**config.mk**
```make
export PLATFORM = sky130hd
export DESIGN_NAME = x2050tshift
export DESIGN_NICKNAME = d
export VERILOG_FILES = /design/src/rtl/x2050_pkg.sv /design/src/rtl/x2050tshift_step.sv /design/src/rtl/x2050tshift.sv
export SDC_FILE = /design/constraint.sdc
export NUM_CORES = 1
export LEC_CHECK = 0
export ABC_AREA = 0
export CAP_MARGIN = 40
export CORE_UTILIZATION = 45
export DETAILED_ROUTE_END_ITERATION = 12
export GPL_ROUTABILITY_DRIVEN = 0
export PLACE_DENSITY = 0.8
export SKIP_LAST_GASP = 1
export SYNTH_ARGS = -nofsm -noshare
export SYNTH_HDL_FRONTEND = slang
export SYNTH_SLANG_ARGS = --single-unit
```
**constraint.sdc**
```tcl
create_clock -name i_clk -period 2.9 [get_ports i_clk]
set_input_delay 0.58 -clock i_clk [delete_from_list [all_inputs] [get_ports i_clk]]
set_output_delay 0.58 -clock i_clk [all_outputs]
set_load 0.01 [all_outputs]
```
**src/rtl/x2050_pkg.sv**
```systemverilog
// rtl/x2050_pkg.sv - shared op codes and sequencer state encoding for the T/F/Q shifter
package x2050_pkg;

   localparam logic [2:0] TSH_SRL = 3'd0;
   localparam logic [2:0] TSH_SRA = 3'd1;
   localparam logic [2:0] TSH_SLL = 3'd2;
   localparam logic [2:0] TSH_SLQ = 3'd3;
   localparam logic [2:0] TSH_SRD = 3'd4;
   localparam logic [2:0] TSH_SLD = 3'd5;
   localparam logic [2:0] TSH_ROL = 3'd6;
   localparam logic [2:0] TSH_NOP = 3'd7;

   typedef enum logic [1:0] {
      IDLE = 2'd0,
      RUN  = 2'd1,
      DONE = 2'd2
   } tsh_state_t;

endpackage

```
**src/rtl/x2050tshift_step.sv**
```systemverilog
// rtl/x2050tshift_step.sv - combinational single-step T/F/Q shift datapath
// o_discard exists only when X2050_TSHIFT_STICKY_EN is defined.
module x2050tshift_step
   import x2050_pkg::*;
#(
   parameter int W  = 32,
   parameter int FW = 4
) (
   input  logic [2:0]    i_op,
   input  logic [W-1:0]  i_t,
   input  logic [FW-1:0] i_f,
   input  logic          i_q,
   output logic [W-1:0]  o_t,
   output logic [FW-1:0] o_f,
   output logic          o_q
`ifdef X2050_TSHIFT_STICKY_EN
   ,
   output logic          o_discard
`endif
);

   always_comb begin
      o_t = i_t;
      o_f = i_f;
      o_q = i_q;
      case (i_op)
         TSH_SRL: begin
            o_t = {1'b0, i_t[W-1:1]};
            o_q = i_t[0];
         end
         TSH_SRA: begin
            o_t = {i_t[W-1], i_t[W-1:1]};
            o_q = i_t[0];
         end
         TSH_SLL: begin
            o_t = {i_t[W-2:0], 1'b0};
            o_q = i_t[W-1];
         end
         TSH_SLQ: begin
            o_t = {i_t[W-2:0], i_q};
            o_q = i_t[W-1];
         end
         TSH_SRD: begin
            o_f = i_t[FW-1:0];
            o_t = {{FW{1'b0}}, i_t[W-1:FW]};
         end
         TSH_SLD: begin
            // old F digit is shifted into the low end of T
            o_f = i_t[W-1:W-FW];
            o_t = {i_t[W-FW-1:0], i_f};
         end
         TSH_ROL: o_t = {i_t[W-2:0], i_t[W-1]};
         default: ;
      endcase
   end

`ifdef X2050_TSHIFT_STICKY_EN
   assign o_discard = ((i_op == TSH_SRL) || (i_op == TSH_SRA)) ? i_t[0] :
                      (i_op == TSH_SRD) ? (|i_t[FW-1:0]) : 1'b0;
`endif

endmodule

```
**src/rtl/x2050tshift.sv**
```systemverilog
// rtl/x2050tshift.sv - T/F/Q register path with ROS-advance-gated multi-step shift sequencer
// Optional sticky output o_sticky is built when X2050_TSHIFT_STICKY_EN is defined.
module x2050tshift
   import x2050_pkg::*;
#(
   parameter int W  = 32,
   parameter int FW = 4,
   parameter int CW = $clog2(W) + 1
) (
   input  logic          i_clk,
   input  logic          i_reset,
   input  logic          i_ros_advance,
   input  logic          i_load,
   input  logic [W-1:0]  i_t0,
   input  logic          i_start,
   input  logic [2:0]    i_op,
   input  logic [CW-1:0] i_count,
   output logic          o_busy,
   output logic          o_done,
   output logic [W-1:0]  o_t_reg,
   output logic [FW-1:0] o_f_reg,
   output logic          o_q_reg
`ifdef X2050_TSHIFT_STICKY_EN
   ,
   output logic          o_sticky
`endif
);

   tsh_state_t    r_state;
   tsh_state_t    w_state_nxt;
   logic [W-1:0]  r_t;
   logic [FW-1:0] r_f;
   logic          r_q;
   logic [2:0]    r_op;
   logic [CW-1:0] r_cnt;
   logic [CW-1:0] w_count_sat;
   logic [W-1:0]  w_t_nxt;
   logic [FW-1:0] w_f_nxt;
   logic          w_q_nxt;
   logic          w_accept;

   assign w_count_sat = (i_count > CW'(W)) ? CW'(W) : i_count;
   assign w_accept    = (r_state == IDLE) && i_start && i_ros_advance;

`ifdef X2050_TSHIFT_STICKY_EN
   logic r_sticky;
   logic w_discard;
`endif

   x2050tshift_step #(.W(W), .FW(FW)) u_step (
      .i_op      (r_op),
      .i_t       (r_t),
      .i_f       (r_f),
      .i_q       (r_q),
      .o_t       (w_t_nxt),
      .o_f       (w_f_nxt),
      .o_q       (w_q_nxt)
`ifdef X2050_TSHIFT_STICKY_EN
      ,
      .o_discard (w_discard)
`endif
   );

   always_ff @(posedge i_clk) begin
      if (i_reset) r_state <= IDLE;
      else         r_state <= w_state_nxt;
   end

   always_comb begin
      w_state_nxt = r_state;
      case (r_state)
         IDLE: if (w_accept) w_state_nxt = (i_count == '0) ? DONE : RUN;
         RUN:  if (i_ros_advance && (r_cnt == CW'(1))) w_state_nxt = DONE;
         DONE: w_state_nxt = IDLE;
         default: w_state_nxt = IDLE;
      endcase
   end

   always_ff @(posedge i_clk) begin
      if (i_reset) begin
         r_t   <= '0;
         r_f   <= '0;
         r_q   <= 1'b0;
         r_op  <= '0;
         r_cnt <= '0;
      end else if (r_state == IDLE) begin
         if (i_load && i_ros_advance) r_t <= i_t0;
         if (w_accept) begin
            r_op  <= i_op;
            r_cnt <= w_count_sat;
         end
      end else if ((r_state == RUN) && i_ros_advance) begin
         r_t   <= w_t_nxt;
         r_f   <= w_f_nxt;
         r_q   <= w_q_nxt;
         r_cnt <= r_cnt - CW'(1);
      end
   end

`ifdef X2050_TSHIFT_STICKY_EN
   always_ff @(posedge i_clk) begin
      if (i_reset)                                    r_sticky <= 1'b0;
      else if (w_accept)                              r_sticky <= 1'b0;
      else if ((r_state == RUN) && i_ros_advance)     r_sticky <= r_sticky | w_discard;
   end
   assign o_sticky = r_sticky;
`endif

   assign o_busy  = (r_state == RUN);
   assign o_done  = (r_state == DONE);
   assign o_t_reg = r_t;
   assign o_f_reg = r_f;
   assign o_q_reg = r_q;

endmodule

```
After elaboration in Yosys (flattened, before gate mapping)
Cells that the tools add are included.
Operators by class
  shifts and indexed selects: 0
  reduce and logical (&&, ||, !) cells: 22
  div/mod/pow operators: 0
  eq/ne operators: 13
  mux-type cells: 14
  bitwise logic cells: 1
  add/sub/neg operators: 1
  multiply operators: 0
  $lt $le $gt $ge: 1
Operator list (count)
  $pmux 32 s7: 1
  $mux 32: 3
  $mux 6: 4
  $eq 3x3->1 const B: 3
  $reduce_and 3->1: 3
  $pmux 4 s2: 1
  $reduce_bool 8->1: 1
  $reduce_bool 7->1: 1
  $eq 3x2->1 const B: 2
  $eq 6x1->1 const B: 1
  $gt 6x6->1 const B: 1
  $logic_not 6->1: 1
  $mux 2: 3
  $reduce_and 2->1: 3
  $reduce_bool 2->1: 3
  $sub 6x1->6 const B: 1
  $logic_and 1x1->1: 5
  $ne 2x1->1 const B: 2
  $ne 2x2->1 const B: 2
  $pmux 2 s2: 1
  $reduce_and 4->1: 1
  $reduce_or 2->1: 2
  $eq 3x1->1 const B: 1
  $logic_not 3->1: 1
  5 further kinds: 5
Word-level totals
  memories kept: 0
  bits of input ports: 46
  register bits: 48
  memory bits (writable): 0
  bits in read-only memories: 0
  output and inout port bits: 39
  word-level logic and storage cells: 59
  latch bits: 0

Depth between registers and ports, before layout
Gate-level depths: netlist of run 1.
  depth in word-level cells: 5
  mapped depth: 8
  mapped depth without buffers: 5

Hierarchy
A second synthesis of run 1 with hierarchy kept.
Second synthesis, totals
  cells, all modules: 521
  area, all modules: 3930.0 sq um
By module, submodules not included
  x2050tshift: area each 2434.8 sq um, sequential area each 960.9 sq um, cells an instance 286, times used 1
  x2050tshift_step: area each 1495.2 sq um, sequential area each 0.0 sq um, cells an instance 235, times used 1

Worst setup path after synthesis of run 1
OpenSTA, ideal clock, no wires.
  path type: input port to flip-flop
  from: in i_reset
  to: reg r_f[0] (netlist: o_f_reg[0])
  buffers on the path: 3
  data required time: 2.772 ns
  slack: 1.264 ns
  library setup time: 0.128 ns
  cell stages on the path: 4
  arrival: 1.509 ns
  path through: clkbuf_1 > clkbuf_1 > clkbuf_1 > nor2_1
RTL lines
  start, declared: line x2050tshift.sv:11  | input logic i_reset,
  end signal, assigned: line x2050tshift.sv:94  | r_f <= w_f_nxt;
  end, declared: line x2050tshift.sv:32  | logic [FW-1:0] r_f;
No word-level cell between the ends.

Final worst setup path of run 1
  from: reg r_state[0]
  to: out o_busy
On the way
  cells in the longest elaborated chain, start to end: 1
RTL lines
  start, declared: line x2050tshift.sv:29  | tsh_state_t r_state;
  start signal, assigned: line x2050tshift.sv:66  | else r_state <= w_state_nxt;
  $eq 2x1->1: line x2050tshift.sv:109  | assign o_busy = (r_state == RUN);
  end, declared: line x2050tshift.sv:18  | output logic o_busy,
No other way between the ends.

==> out/qor.yml, run 1 <==
logic_synthesis:
  synthesis.nets: 454
  syn_avg_cell_area_um2: 8.53
  synth_cell_type_count: 47
  async_flop_share_pct: 0
  synth-edff-count: 0
  synth_area_um2: 3460
  yosys_register_bits: 48
  ys_seq_area_share_pct: 27.8
  synthCells: 406
  ys.flop_type: "dfxtp_1"
  synth_warnings: 0
clock_tree:
  insertion_delay_ns: 0.31
  root_buffer: "clkbuf_8"
  cts.reportedPaths.clkPinSlew_ns: 0.09
  postCtsSetupRepairBufs: 0
  cts_tree: "built"
  cts_max_path_buffers: 2
  cts-htree-levels: 2
  hold_buffers: 0
  clock-sinks: 48
  cts_resized: 0
  cts_inserted_buffers: 5
layout:
  drive_gt1_share_pct: 13.0
  antenna_cells: 0
  synthToLayoutAreaGrowth_pct: 26.2
  fin_nets: 515
  n_fill_cell: 632
  largest_reg_flops: 32
  multi_input_area_um2: 2240
  final-seq-area_um2: 961
placement:
  hpwlAfterDp_mm: 7.01
  portBuffers: 84
setup_path:
  cp.required_ns: 2.32
  crit_path_start_kind: "flip-flop"
  reg2reg_depth: 5
  worstPathMaxFanout: 10
  cp-end-kind: "output port"
  critPathKind: "reg -> out"
  arrival_ns: 1.64
timing:
  finalSetupViolations: 0
  finalCritPeriodShare_pct: 76.6
  relSlewSlack_pct: 43.3
  worst_slew_pin_slew_ns: 0.851
  slew_violations: 0
  setup_tns_ns: 0
  clock_skew_ns: 0.0103
  fin_crit_ns: 2.22
  finalHoldWorstSlack_ns: 0.485
  max_freq_mhz: 450
  rsz0062_at_grt: "no"
  hold_viol: 0
floorplanning:
  dieArea_um2: 8050
  die_h_um: 89.7
  ioPinCount: 85
  start_util_pct: 47.2
  num_rows: 31
  fp.dieW_um: 89.7
  core_area_um2: 7330
route:
  wl_per_cell_um: 17.7
  drcViolationCount: 0
  ant_nets: 0
  first_iter_violations: 256
  dr.pass1.iters: 5
  wl_mm: 10.0
  viasPerCell: 6.19
  num_vias: 3510
run:
  cap_violations: 0
power:
  total_leakage_power_uw: 0.00156
  max-vdd-ir-drop_mv: 0.220
  pwr_density_cell_nw_per_um2: 413
status:
  status: "finished clean"
grt:
  grt_overflow: 0
  antenna_found_initial: 0
  grtUsageTotal_pct: 24.7
  grt_pass1_wl_mm: 16.6
  grt_max_degree: 46
  grt_pass1_vias: 3187
min_path:
  holdPathStages: 2
  hold_path.class: "reg -> reg"
[worst max-delay path, cell delays in order, from the launching register on]
cell             delay [ns]
dfxtp_1                0.50
nor2b_1                0.26
clkdlybuf4s50_1        0.58
[metrics by stage]
stage / utilization (%) / instance area, um2 / total power, uW / std cells / worst slack (ns)
after floorplan: - / 3460 / 1160 / 406 / 1.26
after global placement: 58.3 / 4270 / 1370 / 558 / 0.389
after detailed placement: 58.3 / 4280 / 1390 / 559 / 0.460
after CTS: 59.6 / 4370 / 1800 / 567 / 0.681
after global routing: 59.6 / 4370 / 1900 / 567 / 0.449
final: 59.6 / 4370 / 1800 / 567 / 0.678
[report_power, final]
part / leakage, uW / total (uW) / internal (uW) / switching [uW]
Combinational: 0.00111 / 581 / 289 / 292
Clock: 0.0000510 / 422 / 191 / 231
Sequential: 0.000394 / 802 / 710 / 91.5
[worst paths after layout]
check	start	endpoint	slack, ns
worst max-delay path	r_state[0]$_SDFFE_PP0P_	o_busy	0.68
worst max register to register	r_op[0]$_SDFFE_PP0P_	o_t_reg[0]$_SDFFE_PP0P_	0.71
worst min-delay path	r_cnt[4]$_SDFFE_PP0P_	r_cnt[4]$_SDFFE_PP0P_	0.49
worst min register to register	r_cnt[4]$_SDFFE_PP0P_	r_cnt[4]$_SDFFE_PP0P_	0.49
[area by class of cell]
class | count | share of cell area (%)
multi-input cells | 308 | 51.2
flip-flops and latches | 48 | 22.0
repair buffers | 96 | 21.1
well taps | 99 | 2.84
clock buffers | 6 | 1.89
inverters | 8 | 0.687
clock inverters | 2 | 0.229
[kinds of logic after synthesis]
kind of cell	synth area share, %
adders and majority gates	0.723
AOI/OAI and AO/OA	36.6
DFF	27.8
and+or+nand+nor	16.8
buffers and inverters	7.73
muxes	10.4
[synthesized netlist by cell type, types with 2 or more instances]
| library cell | count | area share [%] |
|---|---|---|
| o221ai_1 | 2 | 0.51 |
| a21oi_1 | 42 | 6.1 |
| nor2b_1 | 4 | 0.72 |
| a221oi_1 | 3 | 0.76 |
| o2bb2ai_1 | 11 | 2.8 |
| nor2_1 | 55 | 6.0 |
| a211oi_1 | 13 | 2.8 |
| nand3_1 | 5 | 0.72 |
| nand3b_1 | 17 | 3.7 |
| o41ai_2 | 14 | 6.6 |
| buf_6 | 5 | 1.6 |
| mux2_2 | 17 | 5.5 |
| a21boi_1 | 2 | 0.43 |
| nand4_1 | 3 | 0.54 |
| nand2b_1 | 4 | 0.72 |
| mux2i_1 | 17 | 4.9 |
| ha_1 | 2 | 0.72 |
| clkbuf_1 | 17 | 1.8 |
| buf_2 | 13 | 1.9 |
| a2111oi_0 | 3 | 0.76 |
| a31o_2 | 3 | 0.76 |
| a211o_1 | 13 | 3.3 |
| inv_1 | 8 | 0.87 |
| o41ai_1 | 3 | 0.76 |
| and3_1 | 7 | 1.3 |
| o21ai_0 | 23 | 3.3 |
| buf_4 | 7 | 1.5 |
| a221o_1 | 16 | 4.6 |
| nand2_1 | 9 | 0.98 |
| dfxtp_1 | 48 | 28 |
| a311oi_1 | 4 | 1.0 |
[routing by layer]
metal  global-route usage [%]  vias to the layer above  share of wire, %
met2                     40.7                      147                48
met3                     4.40                        5               6.7
met4                     4.10                        0              0.57
met5                        0                        -                 0
met1                     34.1                     1680                45
li1                         -                     1678                 -
[cell usage in the layout, fill, tap and decap left out, types with 6 or more instances in the layout]
cell             count
a211o_1             13
buf_4               11
clkbuf_8             6
nand3b_1            17
inv_1                8
o41ai_2             14
dfxtp_1             48
clkdlybuf4s50_1     83
a21oi_1             42
a211oi_1            13
mux2i_1             17
a221o_1             16
mux2_2              17
nand2_1              9
o2bb2ai_1           11
and3_1               7
nor2_1              55
o21ai_0             23
(Power assumes the default switching activity.)
==> inputs of run 2 (changes only) <==
==> constraint.sdc (replaced) <==
create_clock -name i_clk -period 2.05 [get_ports i_clk]
set_input_delay 0.41 -clock i_clk [delete_from_list [all_inputs] [get_ports i_clk]]
set_output_delay 0.41 -clock i_clk [all_outputs]
set_load 0.01 [all_outputs]
==> run 2 against run 1 <==
First-iteration DRC count fell by 12%. Count of clock-buffer cells in the layout rose by 2. Die area did not move. Cell count rose by 1.9%. Hold slack got worse by 0.0031 ns. Combinational power rose by 49%.
==> out/qor.yml, run 2 (synthesis gave the netlist of run 1 again) <==
placement:
  hpwlAfterDp_mm: 7.52  # +7.3%
  portBuffers: 84  # unchanged
  placed_cells: 570  # +2.0%
setup_path:
  cp-end-kind: "output port"
  critPathKind: "reg -> out"
  crit_chain: "nor2b_2, clkdlybuf4s50_1"
  arrival_ns: 1.55  # -0.09 ns
  slowest_delay_ns: 0.57  # about the same
  cp.required_ns: 1.64  # -0.68 ns
  crit_path_start_kind: "flip-flop"
  worstPathMaxFanout: 10  # unchanged
  crit_path_top_delay_cell: "clkdlybuf4s50_1"
layout:
  fin_nets: 526  # +2.1%
  stdcell_count: 578  # +1.9%
  final_common_cell: "clkdlybuf4s50_1"
  drive_gt1_share_pct: 15.2  # +2.2 points
  antenna_cells: 0  # unchanged
  largest_reg_flops: 32  # unchanged
  n_fill_cell: 614  # -2.8%
  synthToLayoutAreaGrowth_pct: 29.7
  final_cell_mix: "clkdlybuf4s50_1, nor2_1, dfxtp_1"
timing:
  finalHoldWorstSlack_ns: 0.482  # -0.00305 ns
  relSlewSlack_pct: 61.2  # +18 points
  finalSetupViolations: 0  # unchanged
  clock_skew_ns: 0.00677  # -0.00358 ns
  fin_crit_ns: 1.96
  setup_tns_ns: 0  # unchanged
  slew_violations: 0  # unchanged
  worst_slew_pin_slew_ns: 0.582  # -0.269 ns
  max_freq_mhz: 511
  rsz0062_at_grt: "no"
  finalCritPeriodShare_pct: 95.5
  hold_viol: 0  # unchanged
clock_tree:
  cts_max_path_buffers: 2  # unchanged
  cts_tree: "built"
  root_buffer: "clkbuf_8"
  insertion_delay_ns: 0.31  # about the same
  cts.reportedPaths.clkPinSlew_ns: 0.09  # about the same
  cts-htree-levels: 2  # unchanged
  cts_inserted_buffers: 5  # unchanged
  clock-sinks: 48  # unchanged
min_path:
  hold_path.class: "reg -> reg"
route:
  dr.pass1.iters: 5  # unchanged
  wl_mm: 10.4  # +4.2%
  ant_nets: 0  # unchanged
  wl_per_cell_um: 18.1  # +2.2%
  drcViolationCount: 0  # unchanged
  first_iter_violations: 226  # -12%
  num_vias: 3612  # +2.9%
  viasPerCell: 6.25  # +0.95%
power:
  combPwrFrac_pct: 33.2  # +1.0 points
  total_leakage_power_uw: 0.00163  # +4.3%
  internal_power_uw: 1720  # +45%
  pwr-share-seq_pct: 43.7  # -0.7 points
  max-vdd-ir-drop_mv: 0.299  # +36%
  pwr_density_cell_nw_per_um2: 578  # +40%
  power.switching_uw: 878  # +43%
  p_sw_share_pct: 33.8  # -0.24 points
  pwr-share-clk_pct: 23.1  # -0.3 points
  finalPower_uw: 2600  # +44%
status:
  status: "finished clean"
grt:
  grt_pass1_vias: 3437  # +7.8%
  grtUsageTotal_pct: 25.7  # +1.0 points
  grt_overflow: 0  # unchanged
  grt_max_degree: 33  # -28%
  antenna_found_initial: 0  # unchanged
  grt_pass1_wl_mm: 17.1  # +3.0%
floorplanning:
  num_rows: 31  # unchanged
  core_area_um2: 7330  # unchanged
  start_util_pct: 47.2  # unchanged
  fp.dieW_um: 89.7  # unchanged
  ioPinCount: 85  # unchanged
  die_h_um: 89.7  # unchanged
  dieArea_um2: 8050  # unchanged
run:
  cap_violations: 0  # unchanged
-- run 2: per-layer routing --
layer,up-vias,global-route usage [%],part of all wire (%)
li1,1705,-,-
met1,1735,33.9,44
met2,160,43.2,48
met3,12,4.31,6.6
met4,0,7.24,1.2
met5,-,0,0
-- run 2: metrics by stage --
stage	cell area [um2]	util, %	setup WS, ns
floorplan	3460	-	0.440
global placement	4400	60.0	0.0580
detailed placement	4400	60.0	-0.0598
CTS	4490	61.2	0.0240
global route	4490	61.3	0.0198
finish	4490	61.3	0.0930
-- run 2: area by class of cell --
| cell class | instances | area (um2) | share of cell area, % |
|---|---|---|---|
| inverters | 8 | 30.0 | 0.669 |
| repair buffers | 107 | 1050 | 23.3 |
| clock buffers | 8 | 90.1 | 2.01 |
| multi-input cells | 308 | 2240 | 49.9 |
| flip-flops and latches | 48 | 962 | 21.4 |
| well taps | 99 | 124 | 2.76 |
-- run 2: worst paths after layout --
| check | from | end | slack [ns] | depth (start not counted) |
|---|---|---|---|---|
| worst max-delay path | r_state[0]$_SDFFE_PP0P_ | o_busy | 0.09 | 2 |
| worst min register to register | r_cnt[4]$_SDFFE_PP0P_ | r_cnt[4]$_SDFFE_PP0P_ | 0.48 | 2 |
| worst min-delay path | r_cnt[4]$_SDFFE_PP0P_ | r_cnt[4]$_SDFFE_PP0P_ | 0.48 | 2 |
| worst max register to register | r_op[1]$_SDFFE_PP0P_ | o_t_reg[31]$_SDFFE_PP0P_ | 0.18 | 5 |
-- run 2: power by group through the flow --
stage                     clock (uW)  combinational (uW)  sequential, uW
after global placement             0                 833            1150
after global routing             645                 939            1140
after CTS                        609                 861            1130
final                            601                 863            1130
after floorplan                    0                 516            1130
after detailed placement           0                 855            1150
-- run 2: timing repair --
action	4_1_cts	5_1_grt
gates cloned	0	0
setup endpoints to repair	1	15
endpoints found under the hold margin	0	0
hold buffers	0	0
buffers inserted	0	0
resized for setup	1	2
-- run 2: critical path: cells and delay by family (launching register included) --
family	cells	cell delay (ns)
DFF	1	0.43
and+or+nand+nor	1	0.24
buffers and inverters	1	0.57
==> inputs of run 3 (changes only) <==
--- a/config.mk
+++ b/config.mk
@@ -7,11 +7,13 @@
 export LEC_CHECK = 0
 export ABC_AREA = 0
 export CAP_MARGIN = 40
+export CORE_MARGIN = 2
 export CORE_UTILIZATION = 45
 export DETAILED_ROUTE_END_ITERATION = 12
 export GPL_ROUTABILITY_DRIVEN = 0
-export PLACE_DENSITY = 0.8
+export PLACE_DENSITY = 0.78
 export SKIP_LAST_GASP = 1
 export SYNTH_ARGS = -nofsm -noshare
 export SYNTH_HDL_FRONTEND = slang
+export SYNTH_HIERARCHICAL = 1
 export SYNTH_SLANG_ARGS = --single-unit
==> run 3 against run 2 <==
Non-clock buffer count is 5 lower. Fmax is 2.9% higher. Global-route usage is 3.4 points lower. Wire length is 5.3% higher. Sequential power hardly changed. Synthesized cell count is 28% higher. Die area is 18% higher. Flip-flop and latch count stayed put. Clock skew is 0.0053 ns higher. Via count is 13% higher. Cell count is 20% higher. Clock power is 16% higher. Largest power group unchanged.
==> out/qor.yml, run 3 <==
status:
  status: "finished clean"
logic_synthesis:
  synth_area_um2: 3930  # +14%
  synthesis.nets: 569  # +25%
  yosys.area.top_type: "dfxtp_1"
  yosys-top-cells-area: "dfxtp_1, nand2_1, a311oi_2"
  synth.top_cell.area_share_pct: 24.5  # -3.3 points
  syn_avg_cell_area_um2: 7.54  # -12%
  synth_warnings: 6  # +6
  yosys_register_bits: 48  # unchanged
  ys.flop_type: "dfxtp_1"
  synth-edff-count: 0  # unchanged
  async_flop_share_pct: 0  # unchanged
  synth_cell_type_count: 44  # -6.4%
  ys_seq_area_share_pct: 24.5  # -3.3 points
  synth_most_common_cell: "nand2_1"
  netlist_top_cells_count: "nand2_1, dfxtp_1, nor2_1, a211oi_1, nor2b_1"
  synthCells: 521  # +28%
setup_path:
  cp-end-kind: "output port"
  crit_path_start_kind: "flip-flop"
  arrival_ns: 1.49  # -0.06 ns
  reg2reg_to: "o_t_reg[15]$_SDFFE_PP0P_"
  critPathKind: "reg -> out"
  reg2reg_depth: 6  # +1
  worstPathMaxFanout: 11  # +1
  r2r-start: "r_op[0]$_SDFFE_PP0P_"
  r2r_slack_ns: 0.27  # +0.09 ns
  cp.required_ns: 1.64  # about the same
layout:
  synthToLayoutAreaGrowth_pct: 25.0
  final_cell_mix: "nand2_1, clkdlybuf4s50_1, dfxtp_1"
  largest_reg_flops: 32  # unchanged
  stdcell_count: 691  # +20%
  final_common_cell: "nand2_1"
  n_fill_cell: 822  # +34%
  drive_gt1_share_pct: 15.3  # +0.026 points
  fin_nets: 630  # +20%
  antenna_cells: 0  # unchanged
grt:
  grt_pass1_vias: 3868  # +13%
  grtUsageTotal_pct: 22.4  # -3.4 points
  grt_pass1_wl_mm: 18.2  # +6.8%
  grt_overflow: 0  # unchanged
  antenna_found_initial: 0  # unchanged
  grt_max_degree: 42  # +27%
power:
  internal_power_uw: 1800  # +4.7%
  p_sw_share_pct: 32.8  # -0.97 points
  pwr-share-clk_pct: 25.9  # +2.8 points
  pwr-share-seq_pct: 42.5  # -1.2 points
  max-vdd-ir-drop_mv: 0.338  # +13%
  pwr_density_cell_nw_per_um2: 546  # -5.7%
  finalPower_uw: 2680  # +3.2%
  combPwrFrac_pct: 31.6  # -1.6 points
  total_leakage_power_uw: 0.00169  # +4.3%
  power.switching_uw: 880  # +0.19%
floorplanning:
  fp.dieW_um: 97.5  # +8.6%
  ioPinCount: 85  # unchanged
  core_area_um2: 8590  # +17%
  num_rows: 34  # +9.7%
  die_h_um: 97.5  # +8.6%
  dieArea_um2: 9500  # +18%
  start_util_pct: 45.7  # -1.5 points
timing:
  max_freq_mhz: 526  # +2.9%
  setup_tns_ns: 0  # unchanged
  hold_viol: 0  # unchanged
  relSlewSlack_pct: 68.8  # +7.6 points
  clock_skew_ns: 0.0120  # +0.00527 ns
  slew_violations: 0  # unchanged
  fin_ws_ns: 0.147  # +0.0543 ns
  rsz0062_at_grt: "no"
  finalCritPeriodShare_pct: 92.8  # -2.7 points
  finalSetupViolations: 0  # unchanged
  worst_slew_pin_slew_ns: 0.468  # -0.114 ns
  fin_crit_ns: 1.90  # -0.0543 ns
  finalHoldWorstSlack_ns: 0.506  # +0.0238 ns
clock_tree:
  insertion_delay_ns: 0.31  # about the same
  root_buffer: "clkbuf_8"
  clock-sinks: 48  # unchanged
  cts_inserted_buffers: 5  # unchanged
  cts-htree-levels: 2  # unchanged
  postCtsSetupRepairBufs: 0  # unchanged
  cts_max_path_buffers: 2  # unchanged
  hold_buffers: 0  # unchanged
  cts_resized: 0  # -1
  cts.reportedPaths.clkPinSlew_ns: 0.09  # about the same
  cts_tree: "built"
route:
  wl_mm: 11.0  # +5.3%
  num_vias: 4076  # +13%
  viasPerCell: 5.90  # -5.6%
  wl_per_cell_um: 15.9  # -12%
  first_iter_violations: 256  # +13%
  ant_nets: 0  # unchanged
  drcViolationCount: 0  # unchanged
  dr.pass1.iters: 5  # unchanged
min_path:
  min_to: "o_q_reg$_SDFFE_PP0P_"
  hold_path.class: "reg -> reg"
  holdPathStages: 2  # unchanged
  hp-start: "o_q_reg$_SDFFE_PP0P_"
run:
  cap_violations: 0  # unchanged
placement:
  placed_cells: 683  # +20%
  dp_slack_ns: 0.162  # +0.222 ns
  hpwlAfterDp_mm: 7.65  # +1.8%
  portBuffers: 84  # unchanged
==> run 3: changes by cell type after synthesis, sizes merged, moves of 14 or more <==
cell,before,now
a311oi,4,34
nor2b,4,29
nand2,9,138
a211oi,15,31
a211o,14,0
a31oi,1,28
a21oi,42,18
a221o,16,0
nand3b,17,0
o41ai,17,0
==> run 3: kinds of logic (layout without fill, tap and decap cells) <==
logic type      count (synthesis)  after routing  synth area share (%)
flops                          48             48                  24.5
compound gates                139            139                  29.1
simple gates                  244            244                  28.0
fa+ha+maj                       2              2                 0.637
mux                            35             35                  9.74
buf+inv                        53            115                  8.02
==> run 3: final cells by class <==
cell class                      count  area (um2)  area share, %
Clock buffer                        6        72.6           1.48
Clock inverter                      2        35.0          0.713
Inverter                            5        18.8          0.382
Multi-Input combinational cell    420        2650           54.0
Sequential cell                    48         965           19.6
Tap cell                          108         135           2.75
Timing Repair Buffer              102        1030           21.0
==> run 3: how the worst max path moves through the flow <==
stage | from | end | slack [ns] | depth (start not counted)
finish | r_state[0]$_SDFFE_PP0P_ | o_busy | 0.15 | 2
global route | r_state[0]$_SDFFE_PP0P_ | o_busy | 0.09 | 2
CTS | r_state[0]$_SDFFE_PP0P_ | o_busy | 0.01 | 2
detailed placement | i_ros_advance | r_cnt[1]$_SDFFE_PP0P_ | 0.16 | 5
global placement | i_ros_advance | r_cnt[1]$_SDFFE_PP0P_ | 0.22 | 5
floorplan | r_op[0]$_SDFFE_PP0P_ | o_t_reg[6]$_SDFFE_PP0P_ | 0.55 | 6
==> run 3: metrics by stage <==
stage	util (%)	area [um2]
floorplan	-	3930
global placement	55.9	4800
detailed placement	55.9	4800
CTS	57.2	4910
global route	57.2	4910
finish	57.2	4910
==> run 3: per-layer routing <==
layer  wire length, um  global-route usage [%]  part of all wire [%]
met1              4850                    29.5                    44
met2              5270                    38.1                    48
met3               764                    3.81                   6.9
met4               111                    5.34                   1.0
met5                 0                       0                     0
==> run 3: power by group through the flow <==
stage | combinational [uW] | clock [uW] | sequential [uW]
3_5_place_dp | 839 | 0 | 1160
2_1_floorplan | 553 | 0 | 1120
4_1_cts | 843 | 704 | 1140
5_1_grt | 927 | 742 | 1150
6_report | 847 | 695 | 1140
3_3_place_gp | 816 | 0 | 1150
==> run 3: critical path, cell delays in order (launching register included) <==
cell	delay [ns]
dfxtp_2	0.46
and2b_1	0.19
clkdlybuf4s50_1	0.54
